===== config.mk =====
export PLATFORM = sky130hd
export DESIGN_NAME = request_encoder8to3_flat
export DESIGN_NICKNAME = d
export VERILOG_FILES = /design/src/rtl/request_encoder8to3_if.sv /design/src/rtl/request_encoder8to3.sv /design/src/flat_wrapper.sv
export SDC_FILE = /design/constraint.sdc
export NUM_CORES = 1
export LEC_CHECK = 0
export BUFFER_PORTS_ARGS = -buffer_cell sky130_fd_sc_hd__buf_2
export CAP_MARGIN = 20
export CORE_ASPECT_RATIO = 0.5
export CORE_MARGIN = 2
export CORE_UTILIZATION = 35
export DETAILED_ROUTE_END_ITERATION = 8
export GPL_ROUTABILITY_DRIVEN = 0
export HOLD_SLACK_MARGIN = 0.12
export SLEW_MARGIN = 20
export SYNTH_ARGS = -nofsm -noshare
export SYNTH_HDL_FRONTEND = slang
export SYNTH_SLANG_ARGS = --single-unit

===== constraint.sdc =====
create_clock -name clock -period 9.4 [get_ports clock]
set_input_delay 0.94 -clock clock [delete_from_list [all_inputs] [get_ports clock]]
set_output_delay 0.94 -clock clock [all_outputs]
set_load 0.02 [all_outputs]

===== src/rtl/request_encoder8to3_if.sv =====
// Request/offer bundle between event sources, the encoder and its consumer.
// slave is the encoder side; master is the source/consumer side.
interface request_encoder8to3_if;
  logic [7:0] req;
  logic       ready;
  logic       valid;
  logic [2:0] addr;
  logic [7:0] grant;
  logic [7:0] pending;
  logic       lost;

  modport slave (
    input  req,
    input  ready,
    output valid,
    output addr,
    output grant,
    output pending,
    output lost
  );

  modport master (
    output req,
    output ready,
    input  valid,
    input  addr,
    input  grant,
    input  pending,
    input  lost
  );
endinterface


===== src/rtl/request_encoder8to3.sv =====
// Collects 8 request strobes into a pending register and offers them
// round-robin as a 3-bit address over a valid/ready handshake.
module request_encoder8to3 (
  input  logic                    clock,
  input  logic                    resetn,
  request_encoder8to3_if.slave    bus
);

  localparam int unsigned NREQ = 8;
  localparam int unsigned AW   = 3;

  localparam logic [0:0] ST_IDLE  = 1'b0;
  localparam logic [0:0] ST_OFFER = 1'b1;

  logic [0:0]      state_q, state_d;
  logic            valid_q, valid_d;
  logic [AW-1:0]   addr_q, addr_d;
  logic [AW-1:0]   ptr_q, ptr_d;
  logic [NREQ-1:0] pending_q, pending_d;
  logic            lost_q, lost_d;

  logic            acc;
  logic [NREQ-1:0] clr;

  // First set bit of p scanning upward from start, wrapping modulo 8.
  function automatic logic [AW-1:0] sel_fn(input logic [NREQ-1:0] p,
                                           input logic [AW-1:0]   start);
    logic [AW-1:0] idx;
    logic          found;
    sel_fn = start;
    found  = 1'b0;
    for (int i = 0; i < int'(NREQ); i++) begin
      idx = start + AW'(i);
      if (!found && p[idx]) begin
        sel_fn = idx;
        found  = 1'b1;
      end
    end
  endfunction

  always_ff @(posedge clock or negedge resetn) begin
    if (!resetn) begin
      state_q   <= ST_IDLE;
      valid_q   <= 1'b0;
      addr_q    <= '0;
      ptr_q     <= '0;
      pending_q <= '0;
      lost_q    <= 1'b0;
    end else begin
      state_q   <= state_d;
      valid_q   <= valid_d;
      addr_q    <= addr_d;
      ptr_q     <= ptr_d;
      pending_q <= pending_d;
      lost_q    <= lost_d;
    end
  end

  // A same-cycle request on the bit being cleared wins and re-arms it.
  always_comb begin
    state_d   = state_q;
    valid_d   = valid_q;
    addr_d    = addr_q;
    acc       = (state_q == ST_OFFER) && bus.ready;
    clr       = acc ? (NREQ'(1) << addr_q) : '0;
    pending_d = (pending_q & ~clr) | bus.req;
    ptr_d     = acc ? (addr_q + AW'(1)) : ptr_q;
    lost_d    = |(bus.req & pending_q & ~clr);

    case (state_q)
      ST_IDLE: begin
        if (pending_d != '0) begin
          state_d = ST_OFFER;
          valid_d = 1'b1;
          addr_d  = sel_fn(pending_d, ptr_d);
        end
      end
      ST_OFFER: begin
        // Offer stays frozen until the consumer takes it.
        if (bus.ready) begin
          if (pending_d != '0) begin
            addr_d = sel_fn(pending_d, ptr_d);
          end else begin
            state_d = ST_IDLE;
            valid_d = 1'b0;
          end
        end
      end
      default: begin
        state_d = ST_IDLE;
        valid_d = 1'b0;
      end
    endcase
  end

  assign bus.valid   = valid_q;
  assign bus.addr    = addr_q;
  assign bus.grant   = valid_q ? (NREQ'(1) << addr_q) : '0;
  assign bus.pending = pending_q;
  assign bus.lost    = lost_q;

endmodule


===== src/flat_wrapper.sv =====
// flat-port wrapper written by rule: the top's interface ports become plain ports
module request_encoder8to3_flat 
  (clock, resetn, bus_req, bus_ready, bus_valid, bus_addr, bus_grant, bus_pending, bus_lost);
  request_encoder8to3_if bus_i ();
  input  logic clock;
  input  logic resetn;
  input wire logic [$bits(bus_i.req)-1:0] bus_req;
  input wire logic [$bits(bus_i.ready)-1:0] bus_ready;
  output wire logic [$bits(bus_i.valid)-1:0] bus_valid;
  output wire logic [$bits(bus_i.addr)-1:0] bus_addr;
  output wire logic [$bits(bus_i.grant)-1:0] bus_grant;
  output wire logic [$bits(bus_i.pending)-1:0] bus_pending;
  output wire logic [$bits(bus_i.lost)-1:0] bus_lost;
  assign bus_i.req = bus_req;
  assign bus_i.ready = bus_ready;
  assign bus_valid = bus_i.valid;
  assign bus_addr = bus_i.addr;
  assign bus_grant = bus_i.grant;
  assign bus_pending = bus_i.pending;
  assign bus_lost = bus_i.lost;
  request_encoder8to3 u_core (.clock(clock), .resetn(resetn), .bus(bus_i));
endmodule

==> run metrics, run 1 <==
CP cell instances=buf_2 > nand3_1 > nand2_1 > ha_1 > inv_1 > mux4_2 > or3_1 > mux4_2 > a21oi_2 > nor4b_1 > and4bb_1 > a31oi_1; startpoint of the worst hold path=u_core.bus.pending[1]$_DFF_PN0_; first-pass GRT wire length=8760 microns; Layout area overhead=12.3%; CP startpoint=bus_ready; WL/cell=17.0 microns; sequential area share after synthesis=21.5%; Clk Latency, worst-skew pair=250 ps; number of global-route vias before repair=about 1,700; Max Buffers Root-to-Sink=2; antenna viol nets, final=0; worst-case hold slack=524 ps; FFs w/ async S/R, synth=100%; crit share post-route=44.8%; CP max-delay cell=mux4_2; max-cap viol count=0; Worst Hold Class=reg2reg; Die Y=57.2 microns; diode count=0; clk_skew=1.31 ps; Crit path largest cell delay=approximately 530 ps; critical path type=in2reg; Horiz. Die Dim=110 microns; dpl hpwl=4230 microns; Mapped Area=0.00198 sq mm; RSZ-0062 raised after global routing=false; Post-Syn Instances=227; Max Fanout on Critical Path=21; critical path depth=12; Leak=0.871 nW; Initial DRC Count=210; DR vias/cell=6.06; # DRC=0; sequential cell area=between 400 and 500 sq um; Final min period=4220 ps; slew margin rel.=a little under three fifths; Net Count, Synth=248; R2R setup slack=roughly 5300 ps; Vias=1,951; CTS tree=done; # setup viols final=0; worst r2r path cells=13; Post-Layout Cell Count=322; EDFF count, synth=0; CTS buffer count=3; status=finished clean; DIE AREA=0.00631 sq mm; worst path required time=9520 ps; clock sink total=17; syn_area_per_cell=8.72 sq um; Final TNS setup=0 ps; cell mode on critical path=mux4_2; Hold Vio Cnt, Final=0; dpl ws=4980 ps; origin of the critical flop-to-flop path=u_core.bus.addr[0]$_DFFE_PN0P_; Max Slew Vio Count=0; fmax=237 MHz; # IOs=32; multi-input logic area=0.00141 sq mm; post-layout net count=271; Critical Path Source Type=input pin; CP endpoint kind=register; dpl cells=roughly 320; Slew @ Worst Pin=about 650 ps; Top Family by Delay on Critical Path=simple AND/OR/NAND/NOR gates; post-layout util=40.7%; PortBufs=31; core footprint=about 0.0055 sq mm; arrival time at the worst endpoint=4340 ps; clock slew at reported path FFs=50 ps; peak supply drop=0.103 mV; largest net degree at the start of global routing=22; total track usage=roughly 18%; filler cell count in the final layout=537; yosys warns=0; htree depth=1; total gr overflow=0; total setup buffers inserted after CTS=0; PostCTS Resize Cnt=0; iteration count of the initial detailed-routing pass=5; post-synthesis register bit count=17; floorplan row count=19; Reg-to-Reg End=u_core.bus.addr[2]$_DFFE_PN0P_; Clock Tree Root=clkbuf_16; Post-CTS Hold Buffers=0; Setup crit end=u_core.bus.addr[2]$_DFFE_PN0P_; PwrDens=approximately 320 mW/mm^2; Initial Utilization=between 30% and 40%; PnR worst setup slack=5180 ps; Top FF cell, synth=dfrtp_1; final WL=between 5000 and 6000 microns; Yosys cell types=61; fraction of layout cells with a size suffix above 1=22.9%; initial antenna violation count=0; crit path buf inv count=2
stage by stage:
| step | area [sq um] | power, mW |
|---|---|---|
| global route | 2220 | 0.766 |
| detailed placement | 2140 | 0.615 |
| global placement | 2140 | 0.610 |
| finish | 2220 | 0.711 |
| floorplan | 1980 | 0.513 |
| CTS | 2220 | 0.704 |
final cells by class:
cell class	count	area share, %
multi-input cells	180	63.3
clock buffers	4	3.55
inverters	17	2.98
well taps	73	4.11
flip-flops and latches	17	19.1
repair buffers	31	6.98
how the worst min path moves through the flow:
stage	to	slack (ps)	cells after the start
floorplan	u_core.bus.lost$_DFF_PN0_	630	2
global placement	u_core.bus.lost$_DFF_PN0_	510	2
detailed placement	u_core.bus.lost$_DFF_PN0_	520	2
CTS	u_core.bus.lost$_DFF_PN0_	530	2
global route	u_core.bus.lost$_DFF_PN0_	560	2
finish	u_core.bus.lost$_DFF_PN0_	520	2
where the power goes:
group          switching [mW]  internal (mW)  total, mW
registers              0.0234         0.0919      0.115
logic                   0.307          0.203      0.510
clock network          0.0277         0.0576     0.0853
total                   0.358          0.352      0.711
cells by family (layout without fill, tap and decap cells):
| family | after synthesis | after routing | share of synthesized area [%] |
|---|---|---|---|
| multiplexers | 14 | 14 | 12.8 |
| flip-flops | 17 | 17 | 21.5 |
| AO/OA/AOI/OAI | 58 | 58 | 21.2 |
| AND/OR/NAND/NOR | 93 | 93 | 28.4 |
| XOR/XNOR | 5 | 5 | 2.21 |
| adder cells (fa/ha/maj) | 10 | 10 | 6.32 |
| buffers and inverters | 30 | 52 | 7.46 |
worst register-to-register path: cells and delay by family, from the launching register on:
kind                       cells  cell delay, ps
adders and majority gates      2             810
AOI/OAI and AO/OA              2             230
and+or+nand+nor                5            1240
buffers and inverters          2             250
DFF                            1             480
muxes                          2             940
per-layer routing:
| layer | global-route usage [%] | share of wire (%) |
|---|---|---|
| met5 | 0 | 0 |
| met3 | 3.20 | 8.1 |
| met2 | 27.1 | 45 |
| met4 | 3.75 | 0.93 |
| met1 | 26.3 | 46 |
placed cells by master (no fill, tap or decap), types with 7 or more instances in the layout:
master | synthesis | final
and3_1 | 7 | 7
nor3_1 | 8 | 8
mux4_2 | 9 | 9
ha_1 | 10 | 10
nor2_1 | 9 | 9
nand3_1 | 18 | 18
a21oi_1 | 13 | 13
inv_1 | 16 | 16
and2_1 | 8 | 8
nand2_1 | 14 | 14
dfrtp_1 | 17 | 17
buf_2 | 2 | 31
synth_stat cells (2+ instances only):
master	count	area, sq um
buf_4	2	15.0
and4_1	2	17.5
and2_1	8	50.1
nand4_1	5	31.3
nand2b_1	2	12.5
a221oi_1	2	17.5
buf_1	2	7.51
a221o_1	2	20.0
or3_1	4	25.0
nor2_1	9	33.8
a211oi_1	3	22.5
nand2_1	14	52.6
ha_1	10	125
buf_2	2	10.0
mux4_2	9	203
a21oi_2	3	26.3
dfrtp_1	17	425
o21ai_1	2	10.0
a21oi_1	13	65.1
nor4b_1	3	26.3
mux2i_1	4	40.0
nor3_1	8	40.0
nand4b_1	3	26.3
and3_1	7	43.8
nand3_1	18	90.1
inv_1	16	60.1
buf_6	3	33.8
a22oi_1	3	22.5
o21ai_0	4	20.0
nor4_1	2	12.5
a21o_1	2	15.0
a2111o_1	2	22.5
a31oi_1	3	18.8
xnor2_1	5	43.8
clkbuf_1	4	15.0
a31o_2	2	17.5
o211ai_1	2	15.0
o22ai_1	2	12.5
sequential cells by signal, indices dropped and copies added, names as in the netlist:
register,count
u_core.bus.valid,1
u_core.bus.addr,3
u_core.bus.pending,8
u_core.bus.lost,1
u_core.ptr_q,3
u_core.state_q,1
No activity file was read; power rests on OpenSTA's default activity.
==> run 2: changes to the inputs <==
- clock period: 9.4 -> 3.56 ns (I/O delays scaled with it)
==> run metrics, run 2 (synthesis results as in run 1) <==
peak supply drop=0.300 mV (+190%); Die Y=57.2 microns (unchanged); post-layout net count=290 (+7.0%); post-route cell area=0.00245 sq mm (+10%); commonest non-fill, non-tap cell in the layout=buf_2; largest net degree at the start of global routing=18 (-18%); final WL=5800 microns (+6.0%); DR vias/cell=5.83 (-3.8%); dpl ws=117 ps (-4860 ps); Initial DRC Count=235 (+12%); max-cap viol count=0 (unchanged); max FFs per register=8 (unchanged); status=finished clean; Clk Latency, worst-skew pair=250 ps (about the same); worst path required time=3680 ps (-5840 ps); initial antenna violation count=0 (unchanged); fmax=294 MHz; PwrDens=842 mW/mm^2 (+160%); CTS buffer count=3 (unchanged); dpl cells=334 (+5.0%); R2R setup slack=160 ps (-5170 ps); # setup viols final=0 (unchanged); fraction of layout cells with a size suffix above 1=31.7% (+8.8 points); htree depth=1 (unchanged); Horiz. Die Dim=110 microns (unchanged); Slew @ Worst Pin=719 ps (+64.5 ps); CTS tree=done; origin of the critical flop-to-flop path=u_core.bus.addr[0]$_DFFE_PN0P_; PortBufs=31 (unchanged); clock slew at reported path FFs=50 ps (about the same); startpoint of the worst hold path=bus_req[1]; worst-case hold slack=370 ps (-154 ps); Leak=0.982 nW (+13%); Post-Layout Cell Count=341 (+5.9%); iteration count of the initial detailed-routing pass=5 (unchanged); commonest cells after routing, fill and taps aside=31 x buf_2, 18 x nand3_1, 17 x buf_4; diode count=0 (unchanged); Final TNS setup=0 ps (unchanged); Max Buffers Root-to-Sink=2 (unchanged); clk_skew=0.916 ps (-0.394 ps); dpl hpwl=4550 microns (+7.6%); Vias=1,987 (+1.8%); Worst Hold Class=in2reg; Max Slew Vio Count=0 (unchanged); DIE AREA=0.00631 sq mm (unchanged); Clock Tree Root=clkbuf_16; Layout area overhead=23.9%; Reg-to-Reg End=u_core.bus.addr[2]$_DFFE_PN0P_; total power=2.07 mW (+190%); Max Fanout on Critical Path=10 (-52%); Placed Area=0.00228 sq mm (+6.3%); arrival time at the worst endpoint=3520 ps (-820 ps); Hold Vio Cnt, Final=0 (unchanged); critical path type=reg2reg; floorplan row count=19 (unchanged); number of global-route vias before repair=1,876 (+7.3%); Critical Path Source Type=register; Hold Path Sink=u_core.bus.lost$_DFF_PN0_; total gr overflow=0 (unchanged); slew margin rel.=52.1% (-4.3 points); crit share post-route=between 90 and 100%; clock sink total=17 (unchanged); first-pass GRT wire length=9350 microns (+6.7%); core footprint=0.00547 sq mm (unchanged); post-layout util=44.9% (+4.2 points); # IOs=32 (unchanged); antenna viol nets, final=0 (unchanged); total track usage=19.0% (+1.3 points); Initial Utilization=36.2% (unchanged); # DRC=0 (unchanged); WL/cell=17.0 microns (about the same); PnR worst setup slack=161 ps (-5020 ps); Final min period=3400 ps; worst r2r path cells=12 (-1); CP endpoint kind=register; worst hold path depth=3 (+1)
==> run 2: repair_timing <==
| item | in CTS | in global routing |
|---|---|---|
| hold buffers | 1 | 0 |
| endpoints found under the setup margin | 0 | 3 |
| setup buffers | 0 | 1 |
| hold endpoints to repair | 17 | 0 |
| resized for setup | 0 | 9 |
==> run 2: routing by layer <==
| metal | global-route usage, % | vias to the layer above | wire length (microns) |
|---|---|---|---|
| met3 | 2.97 | 4 | 480 |
| li1 | - | 956 | - |
| met1 | 26.9 | 956 | 2540 |
| met4 | 5.54 | 0 | 72 |
| met5 | 0 | - | 0 |
| met2 | 30.2 | 71 | 2700 |
==> run 2: power by group <==
group	internal (mW)	switching (mW)	total (mW)
registers	0.245	0.0595	0.304
clock network	0.150	0.0768	0.227
logic	0.657	0.877	1.53
total	1.05	1.01	2.07
==> run 2: how the worst max path moves through the flow <==
stage                              startpoint                              to  slack, ps  depth (start not counted)
3_3_place_gp                        bus_ready  u_core.bus.addr[0]$_DFFE_PN0P_        130                         12
2_1_floorplan  u_core.bus.addr[0]$_DFFE_PN0P_  u_core.bus.addr[0]$_DFFE_PN0P_         50                         14
6_report       u_core.bus.addr[0]$_DFFE_PN0P_  u_core.bus.addr[2]$_DFFE_PN0P_        160                         12
4_1_cts        u_core.bus.addr[0]$_DFFE_PN0P_  u_core.bus.addr[0]$_DFFE_PN0P_        100                         13
3_5_place_dp   u_core.bus.addr[0]$_DFFE_PN0P_  u_core.bus.addr[0]$_DFFE_PN0P_        120                         13
5_1_grt        u_core.bus.addr[0]$_DFFE_PN0P_  u_core.bus.addr[0]$_DFFE_PN0P_         -2                         13
==> run 2: area by class of cell <==
class,count,area [sq um]
clock buffers,3,75.1
clock inverters,1,5.00
fillers,549,3020
inverters,17,66.3
multi-input cells,181,1490
flip-flops and latches,17,428
well taps,73,91.3
repair buffers,49,293
==> run 2: critical path, cell delays in order, from the launching register on <==
cell and delay (ps):
dfrtp_2 440, buf_4 140, ha_1 240, nand4b_1 130
a21oi_1 110, buf_4 160, mux4_2 570, or3_1 400
mux4_2 500, a21oi_2 170, nor4b_1 60, and4bb_1 270
a31oi_1 70
==> run 3: changes to the inputs <==
- PLACE_DENSITY: not set -> 0.54
==> run metrics, run 3 (synthesis results as in run 1) <==
antenna viol nets, final=0 (unchanged); busiest layer in global routing=met2; Critical Path Source Type=register; GR Util met1=28.2% (+1.3 points); Final min period=3410 ps (+11.3 ps); floorplan row count=19 (unchanged); Max Buffers Root-to-Sink=2 (unchanged); fmax=293 MHz (-0.33%); Max Fanout on Critical Path=8 (-2); clock sink total=17 (unchanged); Crit path largest cell delay=530 ps (-40 ps); # IOs=32 (unchanged); CTS buffer count=3 (unchanged); diode count=0 (unchanged); # DRC=0 (unchanged); arrival time at the worst endpoint=3540 ps (+20 ps); post-route cell area=0.00246 sq mm (+0.46%); critical path type=reg2reg; number of global-route vias before repair=1,893 (+0.91%); Horiz. Die Dim=110 microns (unchanged); max FFs per register=8 (unchanged); slew margin rel.=55.4% (+3.4 points); Initial Utilization=36.2% (unchanged); dpl ws=117 ps (+0.162 ps); commonest cells after routing, fill and taps aside=31 x buf_2, 24 x buf_4, 18 x nand3_1; Hold Vio Cnt, Final=0 (unchanged); GR Layer Usage met2=31.2% (+0.96 points); htree depth=1 (unchanged); dpl hpwl=4750 microns (+4.4%); Leak=1.00 nW (+2.0%); clock slew at reported path FFs=50 ps (about the same); PortBufs=31 (unchanged); PnR worst setup slack=149 ps (-11.3 ps); DIE AREA=0.00631 sq mm (unchanged); total gr overflow=0 (unchanged); initial antenna violation count=0 (unchanged); fraction of layout cells with a size suffix above 1=32.5% (+0.77 points); CP endpoint kind=register; core footprint=0.00547 sq mm (unchanged); peak supply drop=0.276 mV (-8.1%); Initial DRC Count=130 (-45%); clk_skew=0.669 ps (-0.247 ps); iteration count of the initial detailed-routing pass=4 (-1); RSZ-0062 raised after global routing=true; DR vias/cell=5.86 (+0.60%); Die Y=57.2 microns (unchanged); Clock Tree Root=clkbuf_16; post-layout net count=296 (+2.1%); Final TNS setup=0 ps (unchanged); Top Family by Delay on Critical Path=multiplexers; PwrDens=851 mW/mm^2 (+1.1%); post-layout util=45.1% (+0.21 points); CP max-delay cell=mux4_2; met3 usage=3.20% (+0.23 points); # setup viols final=0 (unchanged); Placed Area=0.00232 sq mm (+1.6%); worst hold path depth=3 (unchanged); largest net degree at the start of global routing=18 (unchanged); CTS tree=done; Clk Latency, worst-skew pair=250 ps (about the same); CP cell instances=a21oi_2 > nor2_8 > ha_4 > inv_1 > mux4_2 > or3_1 > mux4_2 > a21oi_2 > nor4b_1 > and4bb_1 > a31oi_1; worst path required time=3690 ps (about the same); status=finished clean; critical path depth=11 (-1); commonest non-fill, non-tap cell in the layout=buf_2; WL/cell=17.4 microns (+2.3%); crit share post-route=95.8% (+0.32 points); first-pass GRT wire length=9510 microns (+1.7%); Worst Hold Class=in2reg; Max Slew Vio Count=0 (unchanged); Layout area overhead=24.5%; crit path buf inv count=1 (-1); Slew @ Worst Pin=662 ps (-56.4 ps); final WL=6040 microns (+4.1%); Vias=2,034 (+2.4%); total track usage=19.5% (+0.49 points); worst-case hold slack=345 ps (-24.6 ps); max-cap viol count=0 (unchanged); worst r2r path cells=11 (-1)
==> run 3: path summary, 6_finish.rpt <==
check / start / end / slack (ps)
max: u_core.state_q$_DFF_PN0_ / u_core.bus.addr[2]$_DFFE_PN0P_ / 150
min in group asynchronous: resetn / u_core.bus.pending[3]$_DFF_PN0_ / 570
max in group asynchronous: resetn / u_core.bus.addr[1]$_DFFE_PN0P_ / 2670
min: bus_req[4] / u_core.bus.pending[4]$_DFF_PN0_ / 340
min reg2reg: u_core.bus.pending[1]$_DFF_PN0_ / u_core.bus.lost$_DFF_PN0_ / 550
max reg2reg: u_core.state_q$_DFF_PN0_ / u_core.bus.addr[2]$_DFFE_PN0P_ / 150
==> run 3: timing repair <==
action	4_1_cts	5_1_grt
endpoints found under the hold margin	17	0
setup buffers	0	3
setup endpoints to repair	0	3
gates resized for setup	0	6
hold buffers	1	0
==> run 3: cell type report <==
| type | instances | area [sq um] |
|---|---|---|
| sequential | 17 | 428 |
| timing repair buffer | 56 | 345 |
| multi-input combinational | 180 | 1450 |
| fill | 563 | 3000 |
| tap | 73 | 91.3 |
| clock inverter | 1 | 5.00 |
| clock buffer | 3 | 75.1 |
| inverter | 17 | 66.3 |
==> run 3: power by group <==
part / internal, mW / switching [mW]
Clock: 0.151 / 0.0826
Combinational: 0.684 / 0.878
Sequential: 0.245 / 0.0573
==> run 3: metal layers <==
layer	up-vias	routed length [microns]	part of all wire [%]
li1	968	-	-
met1	1009	2860	47
met2	51	2810	46
met3	6	316	5.2
met4	0	55	0.91
met5	-	0	0
==> run 3: worst register-to-register path, cell delays in order (launching register included) <==
cell      delay (ps)
dfrtp_1          470
a21oi_2          420
nor2_8           120
ha_4             320
inv_1             60
mux4_2           380
or3_1            410
mux4_2           530
a21oi_2          160
nor4b_1           70
and4bb_1         270
a31oi_1           80
==> run 3: per-stage QoR <==
step                power [mW]  instances
CTS                       2.04        344
global placement          1.79        339
floorplan                 1.38        227
detailed placement        1.80        339
global route              2.25        347
finish                    2.10        347
